**src/rtl/mips_fetch_stage.sv**
```systemverilog
// mips_fetch_stage: PC register, instruction fetch and IF/ID latch with redirect, stall, flush and delivery count.
module mips_fetch_stage #(
  parameter logic [31:0] RESET_PC = 32'h0000_0000,
  parameter int          CNT_W    = 16
) (
  input  logic             clk,
  input  logic             rst_n,
  output logic [31:0]      imem_addr,
  input  logic [31:0]      imem_rdata,
  input  logic             stall,
  input  logic             flush,
  input  logic             branch_taken,
  input  logic [15:0]      branch_offset,
  input  logic             jump,
  input  logic [25:0]      jump_index,
  output logic [31:0]      pc,
  output logic [31:0]      ifid_instr,
  output logic [31:0]      ifid_pc4,
  output logic             ifid_valid,
  output logic [5:0]       op,
  output logic [CNT_W-1:0] fetch_count
);
  logic [31:0] pcPlus4, brTarget, jTarget;
  logic doJump, doBranch;
  assign pcPlus4   = pc + 32'd4;
  assign brTarget  = ifid_pc4 + {{14{branch_offset[15]}}, branch_offset, 2'b00};
  assign jTarget   = {ifid_pc4[31:28], jump_index, 2'b00};
  assign doJump    = jump & ifid_valid;
  assign doBranch  = branch_taken & ifid_valid;
  assign imem_addr = pc;
  assign op        = ifid_instr[31:26];
  // Redirects resolve the instruction already in IF/ID, so they beat stall and flush.
  always_ff @(posedge clk or negedge rst_n) begin
    if (!rst_n) begin
      pc          <= RESET_PC;
      ifid_instr  <= '0;
      ifid_pc4    <= '0;
      ifid_valid  <= 1'b0;
      fetch_count <= '0;
    end else if (doJump || doBranch) begin
      pc         <= doJump ? jTarget : brTarget;
      ifid_instr <= '0;
      ifid_valid <= 1'b0;
    end else if (stall) begin
      if (flush) begin
        ifid_instr <= '0;
        ifid_valid <= 1'b0;
      end
    end else if (flush) begin
      pc         <= pcPlus4;
      ifid_instr <= '0;
      ifid_valid <= 1'b0;
    end else begin
      pc         <= pcPlus4;
      ifid_instr <= imem_rdata;
      ifid_pc4   <= pcPlus4;
      ifid_valid <= 1'b1;
      if (fetch_count != '1) fetch_count <= fetch_count + CNT_W'(1);
    end
  end
endmodule

```
**config.mk**
```make
export PLATFORM = sky130hd
export DESIGN_NAME = mips_fetch_stage
export DESIGN_NICKNAME = d
export VERILOG_FILES = /design/src/rtl/mips_fetch_stage.sv
export SDC_FILE = /design/constraint.sdc
export NUM_CORES = 1
export LEC_CHECK = 0
export ABC_AREA = 0
export BUFFER_PORTS_ARGS = -buffer_cell sky130_fd_sc_hd__buf_4
export CAP_MARGIN = 10
export CORE_ASPECT_RATIO = 0.5
export CORE_MARGIN = 1.5
export CORE_UTILIZATION = 50
export CTS_CLUSTER_SIZE = 30
export DETAILED_ROUTE_END_ITERATION = 10
export GPL_ROUTABILITY_DRIVEN = 0
export PLACE_DENSITY = 0.79
export SYNTH_ARGS = -nofsm -noshare
export SYNTH_HDL_FRONTEND = slang
export SYNTH_SLANG_ARGS = --single-unit
```
**constraint.sdc**
```tcl
create_clock -name clk -period 3.3 [get_ports clk]
set_clock_uncertainty 0.05 [all_clocks]
set_input_delay 0.66 -clock clk [delete_from_list [all_inputs] [get_ports clk]]
set_output_delay 0.66 -clock clk [all_outputs]
set_load 0.02 [all_outputs]
```
==> impl_summary.log <==
[metrics] outcome: finished clean
[metrics] die outline area: roughly 0.015 sq mm
[metrics] maximum number of pins on one net before global-route repair: 63
[metrics] sequential cell area fraction in the yosys report: 0.393
[metrics] maximum capacitance violations: 0
[metrics] Seq. cell area: roughly 0.0028 sq mm
[metrics] unrepaired setup endpoints after global routing: false
[metrics] nets in the synthesized netlist: ~910
[metrics] post-place instance area: about 0.0089 sq mm
[metrics] I/O pin cnt: 231
[metrics] share of flip-flops with an asynchronous set or reset: 1.00
[metrics] transition time at the pin with the least slew margin: 0.903 ns
[metrics] minimum clock period: roughly 3 ns
[metrics] number of antenna violations at the first check in global routing: 0
[metrics] Crit-path slowest cell: sky130_fd_sc_hd__fa_1
[metrics] switching power summed over all nets: ~2.9 mW
[metrics] commonest register cell after synthesis: sky130_fd_sc_hd__dfrtp_1
[metrics] Multi-input gate area: about 0.0038 sq mm
[metrics] final clock period utilization by the worst path: 0.900
[metrics] H-tree depth reported by CTS: 4
[metrics] critical path peak fanout: 4
[metrics] met1 track utilization from global routing: 0.381
[metrics] number of global-route vias before repair: 6884
[metrics] proportion of power drawn by combinational gates: 0.437
[metrics] CTS Root Cell: sky130_fd_sc_hd__clkbuf_16
[metrics] Worst setup SP type: flip-flop
[metrics] mean number of vias per cell: roughly 5.9
[metrics] HP Class: primary input to asynchronous set/reset pin
[metrics] wire length of the first global-routing pass: about 35 mm
[metrics] clock tree from TritonCTS: yes
[metrics] hold violation total from the final report: 0
[metrics] launch instance of the worst register-to-register path: ifid_pc4[2]
[metrics] estimated wirelength of the detail-placed design: approximately 16 mm
[metrics] P_int: about 4.0 mW
[metrics] standard-cell rows: 30
[metrics] Fmax achieved: ~340 MHz
[metrics] nets@finish: between 1k and 1.5k
[metrics] insertion delay of the later-clocked pin in the worst-skew pair: approximately 0.42 ns
[metrics] Die X-Extent: 173 microns
[metrics] filler cell count: about 1.1k
[metrics] Sinks on Clock Net: around 110
[metrics] area growth from synthesis to final layout: 31.2%
[metrics] peak supply drop: between 0.0003 and 0.0004 V
[metrics] Detail Route Antenna Nets: 0
[metrics] worst-case clock buffer depth: 2
[metrics] highest-count cells in the layout ignoring fill and taps: 248 x sky130_fd_sc_hd__buf_4, 113 x sky130_fd_sc_hd__dfrtp_1, 105 x sky130_fd_sc_hd__nand2_1, 65 x sky130_fd_sc_hd__o21ai_0, 54 x sky130_fd_sc_hd__a21oi_1
[metrics] number of CTS-inserted buffers: 17
[metrics] switch share: 0.419
[metrics] distinct cell type count of the synthesized netlist: 73
[metrics] leak pwr: between 4 and 5 nW
[metrics] Port Buffer Count: 230
[metrics] worst setup path category: flip-flop to flip-flop
[metrics] cell breakdown of the critical path: ha_1, fa_1, a21o_2, a221o_2, o211ai_1, o311ai_2, nand3_1, a2111oi_2, nor4_1, nand3b_1
[metrics] wire per inst: 18.7 microns
[metrics] global routing usage on met2: 0.482
[metrics] Cells after DPL: 1167
[metrics] dpl ws: -0.00448 ns
[metrics] clock-pin transition on the worst setup and hold timing paths: around 0.06 ns
[metrics] final instance count without filler cells: between 1k and 1.5k
[metrics] critical path launch point: ifid_pc4[2]
[metrics] synthesized area divided by synthesized cell count: approximately 9 sq um
[metrics] power share of the clock group: 0.261
[metrics] total overflow reported by the global router: 0
[metrics] layer carrying the most global-route usage: met2
[metrics] gate count after technology mapping: between 800 and 900
[metrics] mapped cell area: 0.00719 sq mm
[metrics] TritonRoute pass-1 iters: 5
[metrics] final number of max-transition violations: 0
[metrics] type of destination of the critical path: flip-flop
[metrics] Final Cell Area: ~0.0094 sq mm
[metrics] power density over the cells: ~740 mW/mm^2
[metrics] share of post-route cells with drive strength above 1: 0.302
[metrics] register bit count reported by yosys: ~110
[metrics] relative slew slack: 0.393
[metrics] core area: 0.0138 sq mm
[metrics] post-cts repair resize count: 0
[metrics] total global routing track utilization: 0.299
[metrics] most common cell after layout, fill and taps aside: sky130_fd_sc_hd__buf_4
[metrics] worst stage delay on the critical path: ~0.42 ns
[metrics] number of warnings printed during yosys synthesis: 0
[metrics] count of flip-flops with a built-in enable after synthesis: 0
[metrics] Initial Util: 0.522
[metrics] number of remaining DRC errors: 0
[metrics] number of buffers added to fix hold violations after cts: 0
[metrics] number of diodes added for antenna fixing: 0
[metrics] die height: 87.8 microns
[metrics] relative contribution of sequential cells to total power: 0.302
[metrics] met3 routing resource usage after global routing: 0.0794
[metrics] WP data arrival: 3.27 ns
[metrics] aggregate routed wire length: around 22 mm
[metrics] Final Setup Violations: 0
[metrics] number of setup buffers added after CTS: 0
[metrics] count of routing violations after the opening detailed-route iteration: 569
[metrics] Worst Path Required: between 3 and 4 ns
[metrics] routed vias: 7061
[metrics] final setup slack of the worst path: approximately 0.33 ns
-- routing by layer --
metal | wire length [microns] | share of wire
met1 | 9180 | 0.41
met2 | 10200 | 0.45
met3 | 2250 | 0.10
met4 | 794 | 0.035
met5 | 0 | 0
-- worst max-delay path: cells and delay by family, from the launching register on --
family          cells  cell delay (ns)
compound gates      5             1.25
fa+ha+maj           2             0.64
flops               1             0.41
simple gates        3             0.54
-- power groups by stage --
| stage | clock [mW] | combinational (mW) | sequential (mW) |
|---|---|---|---|
| finish | 1.82 | 3.05 | 2.10 |
| global route | 1.92 | 3.28 | 2.15 |
| CTS | 1.84 | 3.03 | 2.09 |
| detailed placement | 0 | 3.00 | 2.11 |
| global placement | 0 | 2.94 | 2.10 |
| floorplan | 0 | 1.72 | 2.35 |
-- cells by family after synthesis --
kind of cell | share of synthesized area
adders and majority gates | 0.0568
muxes | 0.00139
DFF | 0.393
and+or+nand+nor | 0.174
buffers and inverters | 0.0721
xor gates and xnor gates | 0.0780
AOI/OAI and AO/OA | 0.225
-- cell usage after synthesis (all sizes together), types with 3 or more instances --
cell      n  area [sq um]
nor2     46           175
nor3     13          80.1
o31a      3          26.3
xor2     27           236
o21bai    6          45.0
xnor2    37           324
a31oi     8          50.1
nand4    15          93.8
o21ai    66           330
ha       31           388
or3       6          37.5
o31ai     4          30.0
nor3b     5          37.5
a22o     37           324
buf      47           342
o22ai     3          18.8
a221oi    5          43.8
nand3    30           155
nor4      6          37.5
o211ai    3          22.5
o21a      6          45.0
nand2b    5          31.3
a21oi    54           270
a22oi     5          37.5
inv      14          52.6
clkbuf   29           124
a21o     16           124
a211oi    3          27.5
nand2   105           394
dfrtp   113          2830
and3      8          50.1
and2      8          52.6
nor2b     5          31.3
-- stage by stage --
stage | utilization | hold WS [ns] | power [mW] | TNS [ns]
final | 0.684 | 0.254 | 6.96 | 0
after CTS | 0.684 | 0.297 | 6.96 | 0
after global routing | 0.684 | 0.314 | 7.35 | 0
after floorplan | - | 0.314 | 4.06 | 0
after global placement | 0.643 | 0.429 | 5.04 | 0
after detailed placement | 0.643 | 0.434 | 5.12 | -0.00448
-- flip-flops by register name, indices dropped and copies added, names as in the netlist --
register     flops
fetch_count     16
ifid_instr      32
ifid_pc4        32
ifid_valid       1
imem_addr       32
-- final cells by class --
class / instances / share of cell area
Multi-Input combinational cell: 599 / 0.408
Inverter: 14 / 0.00557
Tap cell: 192 / 0.0255
Sequential cell: 113 / 0.300
Clock inverter: 14 / 0.0155
Clock buffer: 18 / 0.0455
Timing Repair Buffer: 249 / 0.200
-- final timing paths --
kind	slack (ns)	end	depth (start not counted)
worst max-delay path	0.33	imem_addr[30]	10
worst min-delay path	0.25	fetch_count[5]	1
worst max register to register	0.33	imem_addr[30]	10
worst min register to register	0.45	ifid_instr[13]	1
max in group asynchronous	2.13	imem_addr[17]	2
min in group clk	0.41	ifid_instr[11]	2
Power figures use the tool's default switching activity.
